$ cat src/rtl/vga_timing_gen.sv
// Raster timing generator for any video mode set by parameters. It drives the syncs,
// the pixel coordinates, a display-enable flag, line/frame strobes and a frame counter.
// All outputs pass together through an aligned pipeline of 1+DELAY registers.
module vga_timing_gen #(
  parameter int H_ACTIVE = 640,
  parameter int H_FP     = 24,
  parameter int H_SYNC   = 40,
  parameter int H_BP     = 128,
  parameter int V_ACTIVE = 480,
  parameter int V_FP     = 9,
  parameter int V_SYNC   = 3,
  parameter int V_BP     = 28,
  parameter int H_POL    = 0,
  parameter int V_POL    = 0,
  parameter int CW       = 10,
  parameter int FW       = 8,
  parameter int DELAY    = 0
) (
  input  logic          pix_clk,
  input  logic          reset,
  input  logic          en,
  output logic          hsync,
  output logic          vsync,
  output logic [CW-1:0] x_pix,
  output logic [CW-1:0] y_pix,
  output logic          in_display,
  output logic          line_start,
  output logic          frame_start,
  output logic          vblank_start,
  output logic [FW-1:0] frame_cnt
);

  localparam int H_TOTAL = H_ACTIVE + H_FP + H_SYNC + H_BP;
  localparam int V_TOTAL = V_ACTIVE + V_FP + V_SYNC + V_BP;

  if (H_TOTAL > (1 << CW)) begin : g_err_htotal
    $error("vga_timing_gen: H_TOTAL does not fit in CW bits");
  end
  if (V_TOTAL > (1 << CW)) begin : g_err_vtotal
    $error("vga_timing_gen: V_TOTAL does not fit in CW bits");
  end
  if (H_SYNC == 0 || V_SYNC == 0) begin : g_err_sync
    $error("vga_timing_gen: sync width must be non-zero");
  end
  if (DELAY < 0 || DELAY > 3) begin : g_err_delay
    $error("vga_timing_gen: DELAY must be 0..3");
  end

  localparam logic [CW-1:0] H_ACT_END = CW'(H_ACTIVE - 1);
  localparam logic [CW-1:0] H_FP_END  = CW'(H_ACTIVE + H_FP - 1);
  localparam logic [CW-1:0] H_SYN_END = CW'(H_ACTIVE + H_FP + H_SYNC - 1);
  localparam logic [CW-1:0] H_LAST    = CW'(H_TOTAL - 1);
  localparam logic [CW-1:0] V_ACT_END = CW'(V_ACTIVE - 1);
  localparam logic [CW-1:0] V_FP_END  = CW'(V_ACTIVE + V_FP - 1);
  localparam logic [CW-1:0] V_SYN_END = CW'(V_ACTIVE + V_FP + V_SYNC - 1);
  localparam logic [CW-1:0] V_LAST    = CW'(V_TOTAL - 1);
  localparam logic [CW-1:0] H_ACT_LIM = CW'(H_ACTIVE);
  localparam logic [CW-1:0] V_ACT_LIM = CW'(V_ACTIVE);
  localparam logic          H_IDLE    = (H_POL != 0) ? 1'b0 : 1'b1;
  localparam logic          V_IDLE    = (V_POL != 0) ? 1'b0 : 1'b1;

  typedef enum logic [1:0] {PH_ACT, PH_FP, PH_SYN, PH_BP} phase_t;

  typedef struct packed {
    logic          hs;
    logic          vs;
    logic [CW-1:0] x;
    logic [CW-1:0] y;
    logic          disp;
    logic          ls;
    logic          fs;
    logic          vbs;
    logic [FW-1:0] fcnt;
  } sample_t;

  localparam sample_t RST_SAMPLE = '{hs: H_IDLE, vs: V_IDLE, x: '0, y: '0, disp: 1'b0,
                                     ls: 1'b0, fs: 1'b0, vbs: 1'b0, fcnt: '0};

  // The phase after the current one. A porch of zero length is skipped.
  function automatic phase_t phase_next(input phase_t cur, input logic [CW-1:0] cnt,
                                        input logic [CW-1:0] act_end, input logic [CW-1:0] fp_end,
                                        input logic [CW-1:0] syn_end, input logic [CW-1:0] last,
                                        input logic has_fp, input logic has_bp);
    phase_t nxt;
    nxt = cur;
    case (cur)
      PH_ACT:  if (cnt == act_end) nxt = has_fp ? PH_FP : PH_SYN;
      PH_FP:   if (cnt == fp_end) nxt = PH_SYN;
      PH_SYN:  if (cnt == syn_end) nxt = has_bp ? PH_BP : PH_ACT;
      PH_BP:   if (cnt == last) nxt = PH_ACT;
      default: nxt = PH_ACT;
    endcase
    return nxt;
  endfunction

  logic [CW-1:0] hcnt_q, hcnt_d;
  logic [CW-1:0] vcnt_q, vcnt_d;
  logic [FW-1:0] frame_q, frame_d;
  phase_t        hph_q, hph_d;
  phase_t        vph_q, vph_d;
  logic          h_wrap;
  logic          v_last;
  sample_t       sample_d;
  sample_t       pipe_d [DELAY+1];
  sample_t       pipe_q [DELAY+1];

  assign h_wrap = (hcnt_q == H_LAST);
  assign v_last = (vcnt_q == V_LAST);

  always_comb begin
    hcnt_d  = hcnt_q;
    vcnt_d  = vcnt_q;
    frame_d = frame_q;
    hph_d   = hph_q;
    vph_d   = vph_q;
    if (en) begin
      hcnt_d = h_wrap ? '0 : hcnt_q + 1'b1;
      hph_d  = phase_next(hph_q, hcnt_q, H_ACT_END, H_FP_END, H_SYN_END, H_LAST,
                          (H_FP != 0), (H_BP != 0));
      if (h_wrap) begin
        vcnt_d = v_last ? '0 : vcnt_q + 1'b1;
        vph_d  = phase_next(vph_q, vcnt_q, V_ACT_END, V_FP_END, V_SYN_END, V_LAST,
                            (V_FP != 0), (V_BP != 0));
        if (v_last) frame_d = frame_q + 1'b1;
      end
    end
  end

  // While paused the coordinates stay visible, but the enable and the strobes
  // are masked so that no line or frame event is reported twice.
  always_comb begin
    sample_d      = RST_SAMPLE;
    sample_d.hs   = (hph_q == PH_SYN) ? ~H_IDLE : H_IDLE;
    sample_d.vs   = (vph_q == PH_SYN) ? ~V_IDLE : V_IDLE;
    sample_d.x    = hcnt_q;
    sample_d.y    = vcnt_q;
    sample_d.disp = en && (hcnt_q < H_ACT_LIM) && (vcnt_q < V_ACT_LIM);
    sample_d.ls   = en && (hcnt_q == '0);
    sample_d.fs   = en && (hcnt_q == '0) && (vcnt_q == '0);
    sample_d.vbs  = en && (hcnt_q == '0) && (vcnt_q == V_ACT_LIM);
    sample_d.fcnt = frame_q;
  end

  always_comb begin
    pipe_d[0] = sample_d;
    for (int i = 1; i <= DELAY; i++) pipe_d[i] = pipe_q[i-1];
  end

  always_ff @(posedge pix_clk) begin
    if (reset) begin
      hcnt_q  <= '0;
      vcnt_q  <= '0;
      frame_q <= '0;
      hph_q   <= PH_ACT;
      vph_q   <= PH_ACT;
      for (int i = 0; i <= DELAY; i++) pipe_q[i] <= RST_SAMPLE;
    end else begin
      hcnt_q  <= hcnt_d;
      vcnt_q  <= vcnt_d;
      frame_q <= frame_d;
      hph_q   <= hph_d;
      vph_q   <= vph_d;
      pipe_q  <= pipe_d;
    end
  end

  assign hsync        = pipe_q[DELAY].hs;
  assign vsync        = pipe_q[DELAY].vs;
  assign x_pix        = pipe_q[DELAY].x;
  assign y_pix        = pipe_q[DELAY].y;
  assign in_display   = pipe_q[DELAY].disp;
  assign line_start   = pipe_q[DELAY].ls;
  assign frame_start  = pipe_q[DELAY].fs;
  assign vblank_start = pipe_q[DELAY].vbs;
  assign frame_cnt    = pipe_q[DELAY].fcnt;

endmodule

$ cat config.mk
export PLATFORM = sky130hd
export DESIGN_NAME = vga_timing_gen
export DESIGN_NICKNAME = d
export VERILOG_FILES = /design/src/rtl/vga_timing_gen.sv
export SDC_FILE = /design/constraint.sdc
export NUM_CORES = 1
export LEC_CHECK = 0
export BUFFER_PORTS_ARGS = -buffer_cell sky130_fd_sc_hd__buf_2
export CAP_MARGIN = 20
export CELL_PAD_IN_SITES_DETAIL_PLACEMENT = 1
export CELL_PAD_IN_SITES_GLOBAL_PLACEMENT = 1
export CORE_MARGIN = 4
export CORE_UTILIZATION = 41
export DETAILED_ROUTE_END_ITERATION = 10
export GPL_TIMING_DRIVEN = 0
export PLACE_DENSITY_LB_ADDON = 0.3
export SLEW_MARGIN = 30
export SYNTH_ARGS = -nofsm -noshare
export SYNTH_HDL_FRONTEND = slang
export SYNTH_SLANG_ARGS = --single-unit
$ cat constraint.sdc
create_clock -name pix_clk -period 2.6 [get_ports pix_clk]
set_input_delay 0.39 -clock pix_clk [delete_from_list [all_inputs] [get_ports pix_clk]]
set_output_delay 0.39 -clock pix_clk [all_outputs]
set_load 0.01 [all_outputs]
Word level (Yosys, flattened, before mapping)
Index checks and enable logic that the tools add are counted.
{"block": "totals", "regBits": 66, "inputBits": 3, "output_inout_bits": 34, "word_cells": 69}
{"block": "op_classes", "add_sub_neg": 3, "magnitude_cmp": 2, "n_eq_ne": 23, "muxes": 14, "reduce_logical": 13}
{"operator": "== test 10 bit, second input constant", "count": 5}
{"operator": "== test 10 x 9 -> 1 bit, second input constant", "count": 4}
{"operator": "adder 10 x 1 -> 10 bit, second input constant", "count": 2}
{"operator": "logical NOT 10 bit", "count": 2}
{"operator": "2-to-1 mux 10 bit", "count": 2}
{"operator": "2-to-1 mux 2 bit", "count": 8}
{"operator": "!= test 2 bit, second input constant", "count": 8}
{"operator": "one-hot mux 2 bit (4 select lines)", "count": 2}
{"operator": "< comparator 10 bit, second input constant", "count": 1}
{"operator": "< comparator 10 x 9 -> 1 bit, second input constant", "count": 1}
{"operator": "adder 8 x 1 -> 8 bit, second input constant", "count": 1}
{"operator": "== test 2 bit, second input constant", "count": 4}
{"operator": "AND reduction 6 bit", "count": 1}
{"operator": "logical AND 1 bit", "count": 5}
{"operator": "AND reduction 5 bit", "count": 1}
{"operator": "== test 2 x 1 -> 1 bit, second input constant", "count": 2}
{"operator": "logical NOT 2 bit", "count": 2}
{"operator": "AND reduction 3 bit", "count": 1}
{"operator": "2-to-1 mux 1 bit", "count": 2}
{"operator": "AND reduction 2 bit", "count": 1}

Depth between registers and ports, before layout
{"block": "depth", "word_depth": 3, "ltp_mapped": 7, "depth_no_buf": 7}

Least setup slack after synthesis
OpenSTA, ideal clock, no wires.
{"block": "synth_path", "path_type": "register to register", "from": "register hcnt_q[7]", "to": "register hph_q[0]", "setup_ps": 115, "arrival_ps": 2034, "t_required_ps": 2485, "slack_ps": 450, "stages_incl_launch_ff": 7, "n_path_buf": 1, "period_less_slack_ps": 2150, "cell_sequence": "dfxtp_1 > buf_6 > nand4bb_4 > or3_4 > a2111o_1 > or4_1 > and3_1"}
{"block": "synth_between", "elab_chain_len": 3, "word_cells_on_any_way": 9, "cone_classes": "8 x eq/ne; 1 x reduce/logical"}
{"item": "start, declared", "line_no": "96", "rtl": "logic [CW-1:0] hcnt_q, hcnt_d;"}
{"item": "start signal, assigned", "line_no": "158", "rtl": "hcnt_q <= hcnt_d;"}
{"item": "== test 10 bit (on tied branches)"}
{"item": "!= test 2 bit (no line)"}
{"item": "AND reduction 5 bit (no line) *"}
{"item": "end signal, assigned", "line_no": "161", "rtl": "hph_q <= hph_d;"}
{"item": "end, declared", "line_no": "99", "rtl": "phase_t hph_q, hph_d;"}
Every way passes the cells marked *; elsewhere a longest branch is shown, timed or not.
A chain may end at the register's enable or synchronous reset.

Final worst setup path
{"block": "layout_path", "from": "register hcnt_q[2]", "to": "register hph_q[0]"}
Same word-level chain as after synthesis.

==> flow_summary.json <==
{
  "vdd_drop_max_v": 0.000624,
  "synthToLayoutAreaGrowth_pct": 18.5,
  "finalSetupViolations": 0,
  "crit_fanout": 7,
  "globalRouteTotalUtil_pct": 17.4,
  "critPathLaunchType": "register",
  "wl_met1_mm": 2.98,
  "synth_simple_gate_area_share_pct": 27.1,
  "wl_met3_um": 243,
  "ys_types": 39,
  "cts_buffers": 9,
  "die_w_um": 89.1,
  "routabilityCongestion": 0.841,
  "cp_num_buf_inv": 1,
  "p_int_mw": 1.57,
  "rsz0062_at_grt": "false",
  "drv_slew": 0,
  "design_area_sq_mm": 0.00319,
  "min_period_ps": 2380,
  "power.switching_mw": 0.453,
  "p_per_area_mw_per_mm2": 632,
  "via_per_inst": 5.14,
  "netlist_instances": 280,
  "syn_area_sq_mm": 0.00270,
  "cp_top_family": "simple AND/OR/NAND/NOR gates",
  "pwr-share-comb_pct": 2.3,
  "highest_layer": "met4",
  "portBuffers": 36,
  "cts_tree": "built",
  "fin_crit_sh_pct": 91.4,
  "fmax_mhz": 421,
  "synth_top_family_by_area": "simple AND/OR/NAND/NOR gates",
  "nFillCells": 748,
  "tightest_slew_ps": 660,
  "rrSetupSlack_ps": 220,
  "synth_top_cell_by_area": "dfxtp_1",
  "drt_first_pass_iters": 4,
  "criticalPathCategory": "reg2reg",
  "grt_max_degree": 13,
  "layout_commonest_cell": "dfxtp_1",
  "start_util_pct": 42.4,
  "hold_end": "hcnt_q[1]$_SDFFE_PP0P_",
  "antenna_cells": 0,
  "drive_gt1_share_pct": 18.1,
  "path_clk_slew_ps": 80,
  "drt_iter0_drc": 98,
  "power_leakage_nw": 1.31,
  "synth_top_area_share_pct": 49.0,
  "synth_nets": 298,
  "postRouteAntennaNets": 0,
  "yosysSeqAreaShare_pct": 49.0,
  "p_clk_share_pct": 47.2,
  "synthMuxAreaShare_pct": 0,
  "place_area_sq_mm": 0.00297,
  "num_vias": 2104,
  "avgSynthCellArea_sq_um": 9.63,
  "max-cap-violations": 0,
  "grt_overflow": 0,
  "status": "completed",
  "coreArea_sq_mm": 0.00635,
  "slew_headroom_pct": 55.6,
  "synth-xor-area-share_pct": 7.80,
  "routedWlPerCell_um": 15.3,
  "grt_pass1_vias": 2099,
  "cp-end-kind": "register",
  "ff2ff_path_depth": 6,
  "hold_buffers": 0,
  "post-cts-setup-buffers": 0,
  "slowest_delay_ps": 470,
  "fin_tns_setup_ps": 0,
  "synth_enable_flop_cells": 0,
  "yosysWarningCount": 0,
  "routed-wl-met2_mm": 2.93,
  "die_h_um": 89.1,
  "clk_latency_ps": 350,
  "clockRootBuffer": "clkbuf_8",
  "cts-htree-levels": 3,
  "grt_pass1_wl_mm": 10.3,
  "synth_fa_ha_area_share_pct": 6.96,
  "fin_worst_skew_ps": 8.49,
  "p_sw_share_pct": 22.4,
  "hp-start": "en",
  "synth_compound_area_share_pct": 5.20,
  "antenna_found_initial": 0,
  "pwr-share-seq_pct": 50.5,
  "required_ps": 2850,
  "routed_wl_mm": 6.27,
  "rows": 29,
  "clk_path_buf_depth": 2,
  "nets": 345,
  "crit_path_cell_trace": "clkbuf_1 > nand2_1 > or3_4 > a2111o_1 > or4_1 > and3_1",
  "min_path_type": "in2reg",
  "hold_viol_final": 0,
  "drc": 0,
  "reg2reg_to": "hph_q[0]$_SDFFE_PP0P_",
  "ys_seq_elements": 66,
  "rr_startpoint": "hcnt_q[2]$_SDFFE_PP0P_",
  "most-common-layout-cells": "dfxtp_1 (66), buf_2 (37), nor2_1 (34)",
  "cp.arrival_ps": 2620,
  "netlist_top_cells_area": "dfxtp_1 (49%), ha_1 (7.0%), xor2_1 (5.5%), nor2b_1 (5.3%), nor2_1 (4.7%)",
  "async_flop_share_pct": 0,
  "pin_count": 37,
  "min_path_cells": 3,
  "die_area_sq_mm": 0.00793,
  "cts_num_sinks": 66,
  "crit_slowest_cell": "a2111o_1",
  "yosys_most_used_dff": "dfxtp_1",
  "final_core_util_pct": 50.3,
  "dp_hpwl_mm": 4.31
}
==> worst register-to-register path: cells and delay by family, from the launching register on <==
kind | cells | cell delay (ps)
DFF | 1 | 320
buffers and inverters | 1 | 290
and+or+nand+nor | 4 | 1190
AOI/OAI and AO/OA | 1 | 470
==> final cells by class <==
type / count / area (sq um) / area share [%]
flip-flops and latches: 66 / 1320 / 41.4
repair buffers: 36 / 180 / 5.64
clock inverters: 7 / 93.8 / 2.94
multi-input cells: 188 / 1270 / 39.8
well taps: 77 / 96.3 / 3.02
clock buffers: 9 / 124 / 3.88
plain buffers: 13 / 57.6 / 1.80
inverters: 13 / 48.8 / 1.53
==> power groups by stage <==
stage               registers (mW)  logic, mW  clock network (mW)
floorplan                     1.05     0.0246                   0
global placement              1.04     0.0471                   0
detailed placement            1.04     0.0478                   0
CTS                           1.02     0.0478               0.969
global route                  1.02     0.0534                1.02
finish                        1.02     0.0468               0.952
==> repair_timing <==
action	CTS	global route
endpoints found under the setup margin	0	6
resized for setup	0	1
endpoints found under the hold margin	0	0
==> worst max path at each step <==
| stage | slack [ps] | start | to | cells past startpoint |
|---|---|---|---|---|
| after floorplan | 450 | hcnt_q[7]$_SDFFE_PP0P_ | hph_q[0]$_SDFFE_PP0P_ | 6 |
| after global placement | 170 | hcnt_q[2]$_SDFFE_PP0P_ | frame_q[7]$_SDFFE_PP0P_ | 7 |
| after detailed placement | 170 | hcnt_q[2]$_SDFFE_PP0P_ | frame_q[6]$_SDFFE_PP0P_ | 7 |
| after CTS | 70 | hcnt_q[2]$_SDFFE_PP0P_ | frame_q[6]$_SDFFE_PP0P_ | 7 |
| after global routing | 90 | hcnt_q[2]$_SDFFE_PP0P_ | hph_q[0]$_SDFFE_PP0P_ | 6 |
| final | 220 | hcnt_q[2]$_SDFFE_PP0P_ | hph_q[0]$_SDFFE_PP0P_ | 6 |
==> layer usage <==
| layer | global-route usage [%] | vias to the layer above |
|---|---|---|
| met4 | 6.90 | 0 |
| met2 | 27.8 | 37 |
| met3 | 5.53 | 10 |
| li1 | - | 1041 |
| met5 | 0 | - |
| met1 | 21.9 | 1016 |
==> synthesized netlist by cell type, types with 3 or more instances <==
master,instances
a21oi_1,4
and2_1,3
and3_1,6
clkbuf_1,9
dfxtp_1,66
ha_1,15
inv_1,13
nand2_1,19
nand3_1,8
nand4_1,12
nor2_1,34
nor2b_1,23
nor3_1,4
nor4_1,6
o21ai_0,3
o41ai_1,3
xnor2_1,7
xor2_1,17
==> kinds of logic (layout without fill, tap and decap cells) <==
logic type / Yosys count / in the layout
flip-flops: 66 / 66
AND/OR/NAND/NOR: 130 / 130
XOR/XNOR: 24 / 24
adder cells (fa/ha/maj): 15 / 15
buffers and inverters: 26 / 78
AO/OA/AOI/OAI: 19 / 19
==> state kept, by name, indices dropped and copies added, names as in the netlist, 2 cells and up <==
signal     count
frame_q        8
hph_q          2
vcnt_q        10
hcnt_q        10
y_pix         10
vph_q          2
frame_cnt      8
x_pix         10
==> per-stage QoR <==
step / setup slack, ps / hold slack [ps] / total power [mW] / cells
5_1_grt: 93.0 / 368 / 2.09 / 409
3_3_place_gp: 168 / 470 / 1.09 / 393
4_1_cts: 71.0 / 358 / 2.04 / 409
3_5_place_dp: 165 / 475 / 1.09 / 393
2_1_floorplan: 450 / 457 / 1.07 / 280
6_report: 223 / 365 / 2.02 / 409
(Power assumes the default switching activity.)
